`src/rtl/debug_capture_pkg.sv`:
```
// Shared types and trigger-mode encodings for the serial debug capture block.
package debug_capture_pkg;

    typedef enum logic [1:0] {
        IDLE      = 2'd0,
        WAIT_TRIG = 2'd1,
        CAPTURE   = 2'd2,
        DONE      = 2'd3
    } capture_state_t;

    localparam logic [1:0] TRIG_IMM  = 2'b00;
    localparam logic [1:0] TRIG_RISE = 2'b01;
    localparam logic [1:0] TRIG_FALL = 2'b10;
    localparam logic [1:0] TRIG_HIGH = 2'b11;

endpackage

```
`src/rtl/debug_word_fifo.sv`:
```
// Show-ahead word FIFO; a push into a full FIFO without a same-cycle pop is dropped
// and reported on the drop strobe.
module debug_word_fifo #(
    parameter int WORD_W     = 16,
    parameter int FIFO_DEPTH = 4
) (
    input  logic              clk,
    input  logic              reset,
    input  logic              push,
    input  logic [WORD_W-1:0] push_data,
    input  logic              pop,
    output logic [WORD_W-1:0] head,
    output logic              empty,
    output logic              full,
    output logic              drop
);

    localparam int AW = (FIFO_DEPTH > 1) ? $clog2(FIFO_DEPTH) : 1;
    localparam logic [AW:0] FULL_COUNT = (AW+1)'(FIFO_DEPTH);

    logic [WORD_W-1:0] mem [FIFO_DEPTH];
    logic [AW-1:0]     rd_ptr;
    logic [AW-1:0]     wr_ptr;
    logic [AW:0]       count;
    logic              do_pop;
    logic              do_push;

    assign empty   = (count == '0);
    assign full    = (count == FULL_COUNT);
    assign do_pop  = pop & ~empty;
    // A pop frees the slot in the same cycle, so a full FIFO can still accept.
    assign do_push = push & (~full | do_pop);
    assign drop    = push & full & ~do_pop;
    assign head    = mem[rd_ptr];

    always_ff @(posedge clk or posedge reset) begin
        if (reset) begin
            for (int i = 0; i < FIFO_DEPTH; i++) begin
                mem[i] <= '0;
            end
            rd_ptr <= '0;
            wr_ptr <= '0;
            count  <= '0;
        end else begin
            if (do_push) begin
                mem[wr_ptr] <= push_data;
                wr_ptr      <= wr_ptr + 1'b1;
            end
            if (do_pop) begin
                rd_ptr <= rd_ptr + 1'b1;
            end
            case ({do_push, do_pop})
                2'b10:   count <= count + 1'b1;
                2'b01:   count <= count - 1'b1;
                default: count <= count;
            endcase
        end
    end

endmodule

```
`src/rtl/debug_capture.sv`:
```
// Host-side receiver for the tag's serial debug stream: triggered MSB-first word
// capture into a small FIFO, plus a saturating rising-edge counter.
module debug_capture
    import debug_capture_pkg::*;
#(
    parameter int WORD_W     = 16,
    parameter int FIFO_DEPTH = 4,
    parameter int CNT_W      = 16
) (
    input  logic              debug_clk,
    input  logic              reset,
    input  logic              debug_in,
    input  logic              arm,
    input  logic [1:0]        trig_mode,
    input  logic [3:0]        num_words,
    input  logic              rd_en,
    output logic [WORD_W-1:0] rd_data,
    output logic              rd_valid,
    output logic              fifo_full,
    output logic              overflow,
    output logic              busy,
    output logic              done,
    input  logic              clear_count,
    output logic [CNT_W-1:0]  edge_count
);

    localparam int BW = $clog2(WORD_W);
    localparam logic [BW-1:0] LAST_BIT = BW'(WORD_W - 1);

    capture_state_t    state;
    logic [WORD_W-2:0] shift;
    logic [BW-1:0]     bit_cnt;
    logic [4:0]        words_left;
    logic [1:0]        mode;
    logic              in_d;

    logic              rise;
    logic              fall;
    logic              trig_hit;
    logic              arm_ok;
    logic              push;
    logic [WORD_W-1:0] push_data;
    logic              fifo_empty;
    logic              fifo_drop;

    assign rise      = debug_in & ~in_d;
    assign fall      = ~debug_in & in_d;
    assign arm_ok    = arm & ((state == IDLE) | (state == DONE));
    assign push      = (state == CAPTURE) & (bit_cnt == LAST_BIT);
    assign push_data = {shift, debug_in};

    always_comb begin
        trig_hit = 1'b0;
        case (mode)
            TRIG_IMM:  trig_hit = 1'b1;
            TRIG_RISE: trig_hit = rise;
            TRIG_FALL: trig_hit = fall;
            TRIG_HIGH: trig_hit = debug_in;
            default:   trig_hit = 1'b0;
        endcase
    end

    always_ff @(posedge debug_clk or posedge reset) begin
        if (reset) begin
            in_d <= 1'b0;
        end else begin
            in_d <= debug_in;
        end
    end

    // The trigger cycle's own sample becomes the MSB of the first word.
    always_ff @(posedge debug_clk or posedge reset) begin
        if (reset) begin
            state      <= IDLE;
            shift      <= '0;
            bit_cnt    <= '0;
            words_left <= '0;
            mode       <= TRIG_IMM;
        end else begin
            case (state)
                IDLE, DONE: begin
                    if (arm) begin
                        mode       <= trig_mode;
                        words_left <= (num_words == 4'd0) ? 5'd16 : {1'b0, num_words};
                        shift      <= '0;
                        bit_cnt    <= '0;
                        state      <= WAIT_TRIG;
                    end
                end
                WAIT_TRIG: begin
                    if (trig_hit) begin
                        shift   <= {{(WORD_W-2){1'b0}}, debug_in};
                        bit_cnt <= BW'(1);
                        state   <= CAPTURE;
                    end
                end
                CAPTURE: begin
                    shift <= push_data[WORD_W-2:0];
                    if (bit_cnt == LAST_BIT) begin
                        bit_cnt    <= '0;
                        words_left <= words_left - 5'd1;
                        if (words_left == 5'd1) begin
                            state <= DONE;
                        end
                    end else begin
                        bit_cnt <= bit_cnt + 1'b1;
                    end
                end
                default: state <= IDLE;
            endcase
        end
    end

    always_ff @(posedge debug_clk or posedge reset) begin
        if (reset) begin
            overflow <= 1'b0;
        end else if (arm_ok) begin
            overflow <= 1'b0;
        end else if (fifo_drop) begin
            overflow <= 1'b1;
        end
    end

    always_ff @(posedge debug_clk or posedge reset) begin
        if (reset) begin
            edge_count <= '0;
        end else if (clear_count) begin
            edge_count <= '0;
        end else if (rise && (edge_count != '1)) begin
            edge_count <= edge_count + 1'b1;
        end
    end

    debug_word_fifo #(
        .WORD_W     (WORD_W),
        .FIFO_DEPTH (FIFO_DEPTH)
    ) u_fifo (
        .clk       (debug_clk),
        .reset     (reset),
        .push      (push),
        .push_data (push_data),
        .pop       (rd_en),
        .head      (rd_data),
        .empty     (fifo_empty),
        .full      (fifo_full),
        .drop      (fifo_drop)
    );

    assign rd_valid = ~fifo_empty;
    assign busy     = (state == WAIT_TRIG) | (state == CAPTURE);
    assign done     = (state == DONE);

endmodule

```
`config.mk`:
```
export PLATFORM = sky130hd
export DESIGN_NAME = debug_capture
export DESIGN_NICKNAME = d
export VERILOG_FILES = /design/src/rtl/debug_capture_pkg.sv /design/src/rtl/debug_word_fifo.sv /design/src/rtl/debug_capture.sv
export SDC_FILE = /design/constraint.sdc
export NUM_CORES = 1
export LEC_CHECK = 0
export CAP_MARGIN = 30
export CORE_UTILIZATION = 62
export CTS_BUF_LIST = sky130_fd_sc_hd__clkbuf_8
export DETAILED_ROUTE_END_ITERATION = 16
export DONT_BUFFER_PORTS = 1
export PLACE_DENSITY_LB_ADDON = 0.2
export SYNTH_ARGS = -nofsm -noshare
export SYNTH_HDL_FRONTEND = slang
export SYNTH_SLANG_ARGS = --single-unit
```
`constraint.sdc`:
```
create_clock -name debug_clk -period 8.32 [get_ports debug_clk]
set_input_delay 1.664 -clock debug_clk [delete_from_list [all_inputs] [get_ports debug_clk]]
set_output_delay 1.664 -clock debug_clk [all_outputs]
set_load 0.02 [all_outputs]
```
## After elaboration in Yosys (flattened, before gate mapping)

Index checks and enable logic that the tools add are counted.

- Eq/ne operators: 16
- $mul: 0
- Reduce and logical (&&, ||, !) cells: 15
- Add/sub/neg operators: 7
- Bitwise gates (word level): 18
- Divide/modulo/power cells: 0
- Shifts and indexed selects: 0
- Mux-type cells: 28
- Order comparisons: 3

Operator list:

| kind | count |
|---|---|
| 16-bit two-way mux | 5 |
| 64-bit bitwise mux | 1 |
| 15-bit case mux with 3 select lines | 1 |
| 16-bit binary-select mux with 2-bit select | 1 |
| 16-bit demux with 2-bit select | 1 |
| 15-bit two-way mux | 2 |
| 16-bit by 1-bit adder with 16-bit output (second input constant) | 1 |
| 16-bit inequality test (second input constant) | 1 |
| 5-bit two-way mux | 3 |
| 4-bit two-way mux | 3 |
| 4-bit case mux with 3 select lines | 1 |
| 2-bit == test (second input constant) | 5 |
| 5-bit case mux with 2 select lines | 1 |
| 1-bit bitwise AND | 8 |
| 2-bit two-way mux | 4 |
| 2-bit inequality test (second input constant) | 4 |
| 2-bit nonzero test | 4 |
| 2-bit by 1-bit == test with 1-bit output (second input constant) | 3 |
| 3-bit >= comparator (second input constant) | 2 |
| 2-bit NOT with 3-bit output | 2 |
| 2-bit case mux with 3 select lines | 1 |
| 3-bit case mux with 2 select lines | 1 |
| 5-bit by 1-bit == test with 1-bit output (second input constant) | 1 |
| 1-bit NOT | 5 |
| other kinds (19) | 26 |

- Register bits: 117
- Memory bits (read-only): 0
- Memories kept: 0
- Word-level logic and storage cells: 102
- Input bits: 12
- Output and inout bits: 37
- Bits in latches: 0
- RAM bits: 0

## Depth between registers and ports, before layout

- Depth in word-level cells: 7
- Mapped depth: 11
- Mapped depth without buffers: 11

## Hierarchy

A second synthesis with hierarchy kept.

- Cell total of the unflattened synthesis: 443
- Area total of the unflattened synthesis: 5559.1 um2

By module, submodules not included:

| module | sequential area each (um2) | area each (um2) | cells an instance | instances |
|---|---|---|---|---|
| debug_word_fifo | 1776.7 | 3205.6 | 195 | 1 |
| debug_capture | 1151.1 | 2353.5 | 248 | 1 |

## Worst setup path before layout

OpenSTA, ideal clock, no wires.

- Kind: register to output
- From: register u_fifo.rd_ptr[0]
- To: output rd_data[10]
- Path buffers: 2
- Setup slack: 5.190 ns
- Cell stages (with the launch flop): 4
- Arrival time: 1.466 ns
- Data required time: 6.656 ns
- Cells stage by stage: dfrtp_1 > buf_2 > buf_2 > mux4_2

- Word-level cells in the longest chain between the ends: 4

RTL lines:

| what | RTL line | RTL |
|---|---|---|
| start, declared | debug_word_fifo.sv:22 | `logic [AW-1:0] rd_ptr;` |
| start signal, assigned | debug_word_fifo.sv:50 | `rd_ptr <= rd_ptr + 1'b1;` |
| 2-bit NOT with 3-bit output (not written as such) | debug_word_fifo.sv:34 | `assign head = mem[rd_ptr];` |
| 16-bit binary-select mux with 2-bit select | debug_word_fifo.sv:34 |  |
| 16-bit two-way mux (not written as such) (2 in a row) | debug_word_fifo.sv:34 |  |
| end, declared | debug_capture.sv:17 | `output logic [WORD_W-1:0] rd_data,` |

No other way between the ends. The select of a mux whose other input is x is not followed.

## Final worst setup path

- From: register u_fifo.rd_ptr[0]
- To: output rd_data[9]

The elaborated chain is that of the path after synthesis.

==> out/qor.csv <==
stage;metric;value;unit
outcome;status;completed;
layout;Nets;474;
layout;Synth-to-Final Area Change;9.93;%
power;maximum vdd drop;0.290;mV
synthesis;synth warn;0;
timing;Final period util;0.433;
timing;unrepaired setup endpoints after global routing;no;
synthesis;cell accounting for the most synthesized area;dfrtp_1;
route;via count;3399;
power;Flop pwr share;0.427;
synthesis;synthesized net count;467;
worst_setup_path;CP max FO;12;
placement;pre-CTS setup slack;4.88;ns
synthesis;Post-Synth Adder-Cell Area;0.0323;
synthesis;Mapped Cells;441;
timing;Setup WS post-layout;4.71;ns
floorplan;Die Ht;97.5;µm
synthesis;xor/xnor share of the synthesized area;0.0279;
floorplan;IO Count;49;
min_path;Hold Crit Class;reg2reg;
floorplan;Die ar.;9510;µm²
route;WL final;10.3;mm
layout;Filler Cell Count;582;
route;drt first-iter violations;194;
cts;total CTS buffers;17;
layout;register area;2930;µm²
global_route;Tot GR Track Use;0.236;
timing;slew at the pin closest to its max-slew limit;0.852;ns
floorplan;die span in x;97.5;µm
synthesis;FFs w/ async S/R, synth;1.00;
floorplan;Initial Utilization;0.645;
cts;Clk pin slew, worst setup/hold paths;0.07;ns
synthesis;post-synthesis mux area share;0.231;
timing;final setup fails;0;
synthesis;Top FF cell, synth;dfrtp_1;
timing;setup TNS;0;ns
worst_setup_path;CP Capture Type;output pin;
route;Pre-antenna DRT Iters;4;
layout;antenna cells;0;
timing;Slew Viols, Final;0;
synthesis;largest family of logic cells by synthesized area;multiplexers;
timing;Slew HR;0.432;
global_route;vias in the first global route;3427;
placement;Cell Area, Placed;5740;µm²
power;Design Power;1.59;mW
timing;Max Fclk;277;MHz
timing;Final Hold Viols;0;
power;Power Density;256;nW/µm²
placement;Final HPWL DP;6.68;mm
timing;clk_skew;0.00965;ns
layout;Final Instance Count excl. Fillers;569;
layout;share of post-route cells with drive strength above 1;0.280;
synthesis;top post-synthesis cells by area;dfrtp_1, mux2_4, mux4_2, mux2_2, ha_1;
placement;Placed Instances;534;
timing;Final Critical Period;3.61;ns
cts;H-tree levels;4;
worst_setup_path;WS Path Type;reg2out;
synthesis;Post-Syn Area;5660;µm²
power;power share of the combinational group;0.226;
cts;clock sinks;117;
route;DRC errors left;0;
global_route;first-pass GRT wire length;17.4;mm
synthesis;Synth Area in Compound Gates;0.0456;
cts;Clock Path Buffers;2;
power;Clk network pwr share;0.346;
layout;final core occ;0.709;
power;Switching Power;507;µW
cts;clock root cell;clkbuf_8;
timing;worst hold margin;0.489;ns
cts;Post CTS Setup Buffer Count;0;
global_route;grt ovf;0;
synthesis;Synth top area share;0.518;
global_route;initial antenna violation count;0;
cts;cts hold-fix bufs;0;
floorplan;Row Count;34;
synthesis;Synth cell types;48;
cts;CTS resizes;0;
floorplan;core box area;8760;µm²
route;Antenna Nets Post-Route;0;
route;Via density;5.97;
layout;fin area;6220;µm²
cts;CTS tree;yes;
power;switch share;0.318;
job;Max-Cap Viols;0;
route;Routed WL per cell;18.2;µm
synthesis;average cell area after synthesis;12.8;µm²
synthesis;number of synthesized flops with an enable pin;0;
synthesis;Post-Synth Simple-Gate Area;0.108;
cts;clk_lat worst skew;0.42;ns
worst_setup_path;Crit path arrival time;1.94;ns
placement;GPL Wtd Cong;0.799;
placement;I/O Buffers;0;
global_route;largest net degree at the start of global routing;77;
synthesis;Seq cells post-synth;117;
layout;multi-input gate area in the final layout;2520;µm²
worst_setup_path;Startpoint Class;flip-flop;
synthesis;post-synthesis sequential area ratio;0.518;
worst_setup_path;required time of the worst setup path;6.66;ns
power;Internal;1.09;mW
power;LEAKAGE;2.99;nW
==> layout make-up <==
| class | count | share of cell area |
|---|---|---|
| clock buffer | 17 | 0.0376 |
| timing repair buffer | 5 | 0.0149 |
| multi-input combinational | 275 | 0.405 |
| inverter | 32 | 0.0197 |
| tap | 108 | 0.0217 |
| clock inverter | 15 | 0.0302 |
| sequential | 117 | 0.471 |
==> logic make-up after synthesis <==
group / count (synthesis)
AOI/OAI and AO/OA: 45
xor gates and xnor gates: 18
adders and majority gates: 14
buffers and inverters: 49
DFF: 117
muxes: 87
and+or+nand+nor: 111
==> layout by cell type (no fill, tap or decap), drive strengths merged, types with 5 or more instances in the layout <==
| master | n |
|---|---|
| a21oi | 9 |
| clkinv | 5 |
| nor3 | 10 |
| nand2b | 6 |
| o21ai | 26 |
| ha | 13 |
| dfrtp | 117 |
| nand3 | 24 |
| inv | 34 |
| nor2 | 23 |
| clkbuf | 17 |
| mux2 | 67 |
| mux4 | 16 |
| nand2 | 21 |
| xor2 | 6 |
| nand4 | 8 |
| xnor2 | 12 |
| buf | 5 |
==> path summary, 6_finish.rpt <==
path,from,end,slack (ns),depth (start not counted)
worst min-delay path,u_fifo.count[2],u_fifo.count[2],0.49,1
min in group asynchronous,reset,u_fifo.mem[19],1.15,1
worst max register to register,state[0],u_fifo.count[2],5.60,11
worst max-delay path,u_fifo.rd_ptr[0],rd_data[9],4.71,2
max in group asynchronous,reset,edge_count[1],6.27,3
worst min register to register,u_fifo.count[2],u_fifo.count[2],0.49,1
==> power groups by stage <==
stage	clock network, mW	logic (mW)	registers, mW
6_report	0.552	0.361	0.681
5_1_grt	0.585	0.402	0.689
4_1_cts	0.563	0.346	0.679
3_5_place_dp	0	0.345	0.689
3_3_place_gp	0	0.300	0.702
2_1_floorplan	0	0.300	0.647
==> layer usage <==
layer / vias up / track usage / part of all wire
met3: 10 / 0.0719 / 0.043
met1: 1740 / 0.347 / 0.48
met2: 69 / 0.343 / 0.47
met4: 0 / 0.0633 / 0.010
li1: 1580 / - / -
met5: - / 0 / 0
==> registers in the layout (all words and copies together) (netlist names) <==
register	flops
bit_cnt	4
edge_count	16
in_d	1
mode	2
overflow	1
shift	15
state	2
u_fifo.count	3
u_fifo.mem	64
u_fifo.rd_ptr	2
u_fifo.wr_ptr	2
words_left	5
==> synth_stat cells, types with 2 or more instances <==
cell type  count
xor2_1         6
nor4_1         4
nor3b_1        2
or2_2          2
nand4_1        8
and3_1         2
ha_1          13
mux4_2        16
o21ai_1        2
buf_6          4
buf_2          2
o21ai_0       24
dfrtp_1      117
nand2_1       17
xnor2_1       12
nor3_1         8
a21oi_1        9
a22o_1         2
inv_1         31
mux2i_1        4
mux2_4        40
o32ai_1        3
nand2b_1       6
nand2_4        4
nor2_1        23
nand3_1       24
clkbuf_1      10
mux2_2        26
==> worst max-delay path, stage by stage (launching register included) <==
cell and delay [ns]:
dfrtp_1 0.70, buf_16 0.23, mux4_2 0.59
No activity file was read; power rests on OpenSTA's default activity.
